<file path="src/rtl/uart_rx_frame_pkg.sv">
// Shared definitions for the UART receive path: FSM encoding and default bit timing.
package uart_rx_frame_pkg;

    localparam int DEFAULT_CLKS_PER_BIT = 868;

    typedef enum logic [1:0] {
        IDLE  = 2'd0,
        START = 2'd1,
        DATA  = 2'd2,
        STOP  = 2'd3
    } rx_state_e;

endpackage

</file>
<file path="src/rtl/uart_rx_frame_sync_ff.sv">
// Multi-flop synchroniser for a single asynchronous input; resets to 1 so an idle-high
// line does not look like a falling edge when reset is released.
module sync_ff #(
    parameter int STAGES = 2
) (
    input  logic clk,
    input  logic reset,
    input  logic d,
    output logic q
);

    logic chain_q [STAGES];

    generate
        for (genvar gi = 0; gi < STAGES; gi++) begin : g_stage
            if (gi == 0) begin : g_first
                always_ff @(posedge clk or posedge reset) begin
                    if (reset) chain_q[gi] <= 1'b1;
                    else       chain_q[gi] <= d;
                end
            end else begin : g_rest
                always_ff @(posedge clk or posedge reset) begin
                    if (reset) chain_q[gi] <= 1'b1;
                    else       chain_q[gi] <= chain_q[gi-1];
                end
            end
        end
    endgenerate

    assign q = chain_q[STAGES-1];

endmodule

</file>
<file path="src/rtl/uart_rx_frame.sv">
// 8N1 LSB-first UART receiver with mid-bit sampling, a one-entry valid/ready holding
// register, and single-cycle framing-error / overrun pulses.
module uart_rx_frame
    import uart_rx_frame_pkg::*;
#(
    parameter int CLKS_PER_BIT = DEFAULT_CLKS_PER_BIT,
    parameter int SYNC_STAGES  = 2
) (
    input  logic       clk,
    input  logic       reset,
    input  logic       rx,
    output logic [7:0] data,
    output logic       valid,
    input  logic       ready,
    output logic       busy,
    output logic       frame_err,
    output logic       overrun
);

    localparam int CW = $clog2(CLKS_PER_BIT);
    localparam logic [CW-1:0] HALF_LAST = CW'(CLKS_PER_BIT / 2 - 1);
    localparam logic [CW-1:0] FULL_LAST = CW'(CLKS_PER_BIT - 1);

    logic rx_s;

    rx_state_e     state_q,     state_d;
    logic [CW-1:0] bit_cnt_q,   bit_cnt_d;
    logic [2:0]    bit_idx_q,   bit_idx_d;
    logic [7:0]    shreg_q,     shreg_d;
    logic [7:0]    data_q,      data_d;
    logic          valid_q,     valid_d;
    logic          frame_err_q, frame_err_d;
    logic          overrun_q,   overrun_d;

    sync_ff #(
        .STAGES (SYNC_STAGES)
    ) u_rx_sync (
        .clk   (clk),
        .reset (reset),
        .d     (rx),
        .q     (rx_s)
    );

    always_ff @(posedge clk or posedge reset) begin
        if (reset) begin
            state_q     <= IDLE;
            bit_cnt_q   <= '0;
            bit_idx_q   <= '0;
            shreg_q     <= '0;
            data_q      <= 8'h00;
            valid_q     <= 1'b0;
            frame_err_q <= 1'b0;
            overrun_q   <= 1'b0;
        end else begin
            state_q     <= state_d;
            bit_cnt_q   <= bit_cnt_d;
            bit_idx_q   <= bit_idx_d;
            shreg_q     <= shreg_d;
            data_q      <= data_d;
            valid_q     <= valid_d;
            frame_err_q <= frame_err_d;
            overrun_q   <= overrun_d;
        end
    end

    always_comb begin
        state_d     = state_q;
        bit_cnt_d   = bit_cnt_q;
        bit_idx_d   = bit_idx_q;
        shreg_d     = shreg_q;
        data_d      = data_q;
        valid_d     = valid_q;
        frame_err_d = 1'b0;
        overrun_d   = 1'b0;

        // A pop frees the register; a commit below in the same cycle overrides this.
        if (valid_q && ready) valid_d = 1'b0;

        unique case (state_q)
            IDLE: begin
                if (!rx_s) begin
                    state_d   = START;
                    bit_cnt_d = '0;
                end
            end
            START: begin
                if (bit_cnt_q == HALF_LAST) begin
                    bit_cnt_d = '0;
                    bit_idx_d = '0;
                    state_d   = rx_s ? IDLE : DATA;
                end else begin
                    bit_cnt_d = bit_cnt_q + CW'(1);
                end
            end
            DATA: begin
                if (bit_cnt_q == FULL_LAST) begin
                    bit_cnt_d = '0;
                    shreg_d   = {rx_s, shreg_q[7:1]};
                    if (bit_idx_q == 3'd7) state_d = STOP;
                    else                   bit_idx_d = bit_idx_q + 3'd1;
                end else begin
                    bit_cnt_d = bit_cnt_q + CW'(1);
                end
            end
            STOP: begin
                // Leaving at mid stop bit lets a back-to-back start edge be caught.
                if (bit_cnt_q == FULL_LAST) begin
                    bit_cnt_d = '0;
                    state_d   = IDLE;
                    if (!rx_s) begin
                        frame_err_d = 1'b1;
                    end else if (!valid_q || ready) begin
                        data_d  = shreg_q;
                        valid_d = 1'b1;
                    end else begin
                        overrun_d = 1'b1;
                    end
                end else begin
                    bit_cnt_d = bit_cnt_q + CW'(1);
                end
            end
            default: state_d = IDLE;
        endcase
    end

    assign data      = data_q;
    assign valid     = valid_q;
    assign busy      = (state_q != IDLE);
    assign frame_err = frame_err_q;
    assign overrun   = overrun_q;

endmodule
</file>
<file path="config.mk">
export PLATFORM = sky130hd
export DESIGN_NAME = uart_rx_frame
export DESIGN_NICKNAME = d
export VERILOG_FILES = /design/src/rtl/uart_rx_frame_pkg.sv /design/src/rtl/uart_rx_frame_sync_ff.sv /design/src/rtl/uart_rx_frame.sv
export SDC_FILE = /design/constraint.sdc
export NUM_CORES = 1
export LEC_CHECK = 0
export CAP_MARGIN = 20
export CORE_MARGIN = 2
export CORE_UTILIZATION = 45
export DETAILED_ROUTE_END_ITERATION = 12
export PLACE_DENSITY_LB_ADDON = 0.1
export SYNTH_ARGS = -nofsm -noshare
export SYNTH_HDL_FRONTEND = slang
export SYNTH_HIERARCHICAL = 1
export SYNTH_SLANG_ARGS = --single-unit
</file>
<file path="constraint.sdc">
create_clock -name clk -period 2.9 [get_ports clk]
set_input_delay 0.29 -clock clk [delete_from_list [all_inputs] [get_ports clk]]
set_output_delay 0.29 -clock clk [all_outputs]
set_load 0.01 [all_outputs]
</file>
==> impl_table.tex <==
\begin{tabular}{lr}
\hline
Metric & Value \\
\hline
\multicolumn{2}{l}{\textbf{Run status}} \\
\quad Status & complete, no violations \\
\multicolumn{2}{l}{\textbf{Worst setup path}} \\
\quad Launching instance or port of the critical path & bit\_cnt\_q[3] \\
\quad Register-to-Register Path Depth & 4 \\
\quad Setup slack, reg-to-reg & 840 ps \\
\quad Setup crit end & state\_q[0] \\
\quad Critical path startpoint category & flip-flop \\
\quad Series of cell instances along the critical path & or3b\_4 -> o311ai\_4 -> and2\_1 -> a21oi\_1 \\
\quad Longest individual stage delay on the worst path & 460 ps \\
\quad Worst r2r dst & state\_q[0] \\
\quad Required time at the worst-slack endpoint & 3040 ps \\
\quad Worst-path fanout max & 8 \\
\quad Critical path arrival & 2200 ps \\
\quad Crit Reg-Reg Startpoint & bit\_cnt\_q[3] \\
\quad Kind of end point of the critical path & flip-flop \\
\quad WS Path Type & reg2reg \\
\quad Slowest CP cell & dfrtp\_1 \\
\multicolumn{2}{l}{\textbf{Pwr}} \\
\quad Cell area power density & 469.4 mW/mm\^{}2 \\
\quad Switching Power & 0.0001881 W \\
\quad Largest voltage drop on the vdd net & 0.0002106 V \\
\quad Gate power share & 0.017 \\
\quad Share of power burned in the clock network & 0.452 \\
\quad Share of power burned in registers & 0.531 \\
\quad Design internal power & 0.0007644 W \\
\quad P\_leak & 0.9245 nW \\
\quad Net Sw Frac & 0.1975 \\
\multicolumn{2}{l}{\textbf{Global routing}} \\
\quad Wire length of the first global-routing pass & 5.451 mm \\
\quad Vias in the first global route & 1131 \\
\quad Number of antenna violations at the first check in global routing & 0 \\
\quad Overall global routing resource usage & 0.1669 \\
\quad Remaining global-route overflow & 0 \\
\quad Pin count of the biggest net entering global routing & 20 \\
\multicolumn{2}{l}{\textbf{Floorplanning}} \\
\quad Total number of placement rows & 22 \\
\quad Initial cell density of the core & 0.4685 \\
\quad Width of the die & 65.97 um \\
\quad Vertical die dimension & 65.97 um \\
\quad Standard cell core area & 0.003689 sq mm \\
\quad Die Outline Area & 0.004351 sq mm \\
\quad I/O pin count & 16 \\
\multicolumn{2}{l}{\textbf{Logic synthesis}} \\
\quad Post-synth design cell area & 0.001728 sq mm \\
\quad Seq cells post-synth & 36 \\
\quad Yosys Warn Count & 6 \\
\quad Share of async-settable or async-resettable flops after synthesis & 1.000 \\
\quad Number of standard cells after synthesis & 143 \\
\quad Nets in the synthesized netlist & 151 \\
\quad Register area share after synthesis & 0.5228 \\
\quad Number of distinct library cells after synthesis & 43 \\
\quad Cell type with the highest aggregate area in the netlist & dfrtp\_1 \\
\quad Area share of the leading cell type in the synthesized netlist & 0.4924 \\
\quad Area contributors post-synth & dfrtp\_1 49\%, mux2\_2 11\%, nand2\_1 3.5\% \\
\quad Number of synthesized flops with an enable pin & 0 \\
\quad Most used flip-flop cell after synthesis & dfrtp\_1 \\
\quad Mapped Avg Cell Area & 12.08 sq um \\
\multicolumn{2}{l}{\textbf{STA}} \\
\quad Maximum operating frequency & 486.6 MHz \\
\quad Worst slew pin tran & 748.7 ps \\
\quad Period utilization & 0.7087 \\
\quad Final critical delay including setup and external delays & 2055 ps \\
\quad Setup TNS Final & 0 ps \\
\quad Number of setup violations in the final report & 0 \\
\quad Final setup skew & 4.214 ps \\
\quad Max-slew violation total from the final report & 0 \\
\quad Unrepaired setup endpoints after global routing & false \\
\quad Final Hold Vio Count & 0 \\
\quad Headroom to the max-slew limit & 0.5003 \\
\multicolumn{2}{l}{\textbf{Placed design}} \\
\quad Weighted congestion at the end of routability-driven global placement & 0.8783 \\
\quad Quantity of I/O buffers inserted on ports & 15 \\
\quad Final HPWL DP & 2.286 mm \\
\multicolumn{2}{l}{\textbf{CTS}} \\
\quad Buffer depth of the longest clock path & 2 \\
\quad Count of hold buffers inserted by post-cts repair & 0 \\
\quad Clock transition at the registers of the reported paths & 70 ps \\
\quad Post-CTS setup buffer count & 0 \\
\quad Count of cells resized by post-cts repair & 0 \\
\quad TritonCTS buffer count & 5 \\
\quad Clock latency at the later pin of the worst-skew pair & 290 ps \\
\quad Root buffer cell & clkbuf\_8 \\
\quad TritonCTS clock tree & built \\
\quad H-tree Lvls & 2 \\
\quad Number of clock sinks seen by CTS & 36 \\
\multicolumn{2}{l}{\textbf{Drt}} \\
\quad Final routed wire length divided by cell count & 15.07 um \\
\quad Antenna viol nets, final & 0 \\
\quad Sum of routed wire length over all layers & 3.180 mm \\
\quad Number of DRC violations after detailed routing & 0 \\
\quad DRT iter0 DRCs & 57 \\
\quad Post-DR vias/cell & 5.379 \\
\quad Vias after detailed routing & 1135 \\
\quad Detailed Routing Iterations Pass 1 & 4 \\
\multicolumn{2}{l}{\textbf{Min path}} \\
\quad Type of the most critical hold path & in2async \\
\multicolumn{2}{l}{\textbf{Layout}} \\
\quad Fin nets & 170 \\
\quad Multi-input gate area & 782.0 sq um \\
\quad Number of diodes & 0 \\
\quad Reg area & 903.4 sq um \\
\quad Final core utilization & 0.5502 \\
\quad Synthesis-to-finish area growth & 17.45\% \\
\quad Fillers & 314 \\
\quad Proportion of layout cells with a drive suffix above 1 & 0.2331 \\
\multicolumn{2}{l}{\textbf{Job}} \\
\quad Reported max-cap violation count & 0 \\
\hline
\end{tabular}
[power by group through the flow]
stage	Clock, W	Combinational [W]	Sequential (W)
final	0.000431	0.0000158	0.000506
after global routing	0.000466	0.0000185	0.000506
after CTS	0.000444	0.0000169	0.000506
after detailed placement	0	0.0000168	0.000515
after global placement	0	0.0000163	0.000515
after floorplan	0	0.00000835	0.000515
[metrics by stage]
| step | total power (W) | area, sq um | cells | worst slack, ps | hold WS [ps] |
|---|---|---|---|---|---|
| final | 0.0009526 | 2029 | 211 | 844.7 | 347.1 |
| after global placement | 0.0005316 | 1922 | 203 | 905.8 | 347.0 |
| after detailed placement | 0.0005322 | 1922 | 203 | 875.3 | 348.2 |
| after floorplan | 0.0005232 | 1728 | 143 | 1170 | 201.5 |
| after global routing | 0.0009901 | 2029 | 211 | 765.2 | 356.2 |
| after CTS | 0.0009668 | 2029 | 211 | 860.7 | 337.8 |
[synthesized netlist by cell type, types with 2 or more instances]
master / n
dfrtp_1: 34
mux2_2: 17
nand2_1: 16
inv_1: 5
nor2_1: 5
ha_1: 4
o21ai_1: 4
a211o_1: 3
a21o_1: 3
a22oi_1: 3
nand2b_1: 3
o211ai_2: 3
a22o_1: 2
a31oi_1: 2
and2_1: 2
and3_1: 2
clkbuf_1: 2
dfstp_2: 2
nand3_1: 2
nand4_1: 2
nor3b_1: 2
o21ai_0: 2
or3_1: 2
xnor2_1: 2
[layout make-up]
class	instances	area share
Sequential cell	36	0.4451
Multi-Input combinational cell	98	0.3853
Clock inverter	2	0.01726
Clock buffer	6	0.03576
Tap cell	48	0.02959
Timing Repair Buffer	16	0.07768
Inverter	5	0.009248
[kinds of logic (layout without fill, tap and decap cells)]
group,after synthesis,after routing,synth area share
compound gates,27,27,0.1303
xor+xnor,2,2,0.01014
fa+ha+maj,4,4,0.02897
buf+inv,9,29,0.02462
flops,36,36,0.5228
mux,17,17,0.1108
simple gates,48,48,0.1723
[routing by layer]
metal  routed length, um  share of wire  vias up  global-route usage
met5                   0              0        -                   0
met4                  40          0.013        0             0.04592
met3                 109          0.034        4             0.05281
met2                1479           0.47       17              0.2475
met1                1551           0.49      558              0.2359
li1                    -              -      556                   -
[worst min path at each step]
stage | end | from | cells after the start
2_1_floorplan | u_rx_sync/chain_q[1] | reset | 1
3_3_place_gp | u_rx_sync/q | u_rx_sync/chain_q[1] | 0
3_5_place_dp | u_rx_sync/q | u_rx_sync/chain_q[1] | 0
4_1_cts | u_rx_sync/chain_q[1] | reset | 2
5_1_grt | u_rx_sync/chain_q[1] | reset | 2
6_report | u_rx_sync/q | reset | 2
[registers in the layout, indices dropped and copies added (netlist names), named ones only]
| name | cells |
|---|---|
| shreg_q | 8 |
| frame_err | 1 |
| overrun | 1 |
| state_q | 1 |
| bit_idx_q | 3 |
| u_rx_sync/q | 1 |
| valid | 1 |
| bit_cnt_q | 10 |
| data | 8 |
| u_rx_sync/chain_q | 1 |
[cells in the final DEF (no fill, tap or decap), types with 3 or more instances in the layout]
cell type,n
dfrtp_1,34
mux2_2,17
nand2_1,16
clkdlybuf4s50_1,15
inv_1,5
nor2_1,5
clkbuf_8,5
o21ai_1,4
ha_1,4
nand2b_1,3
a22oi_1,3
a21o_1,3
a211o_1,3
o211ai_2,3
[worst max-delay path: cells and delay by family, from the launching register on]
kind / cells / cell delay [ps]
DFF: 1 / 460
and+or+nand+nor: 2 / 860
AOI/OAI and AO/OA: 2 / 580
(Power assumes the default switching activity.)
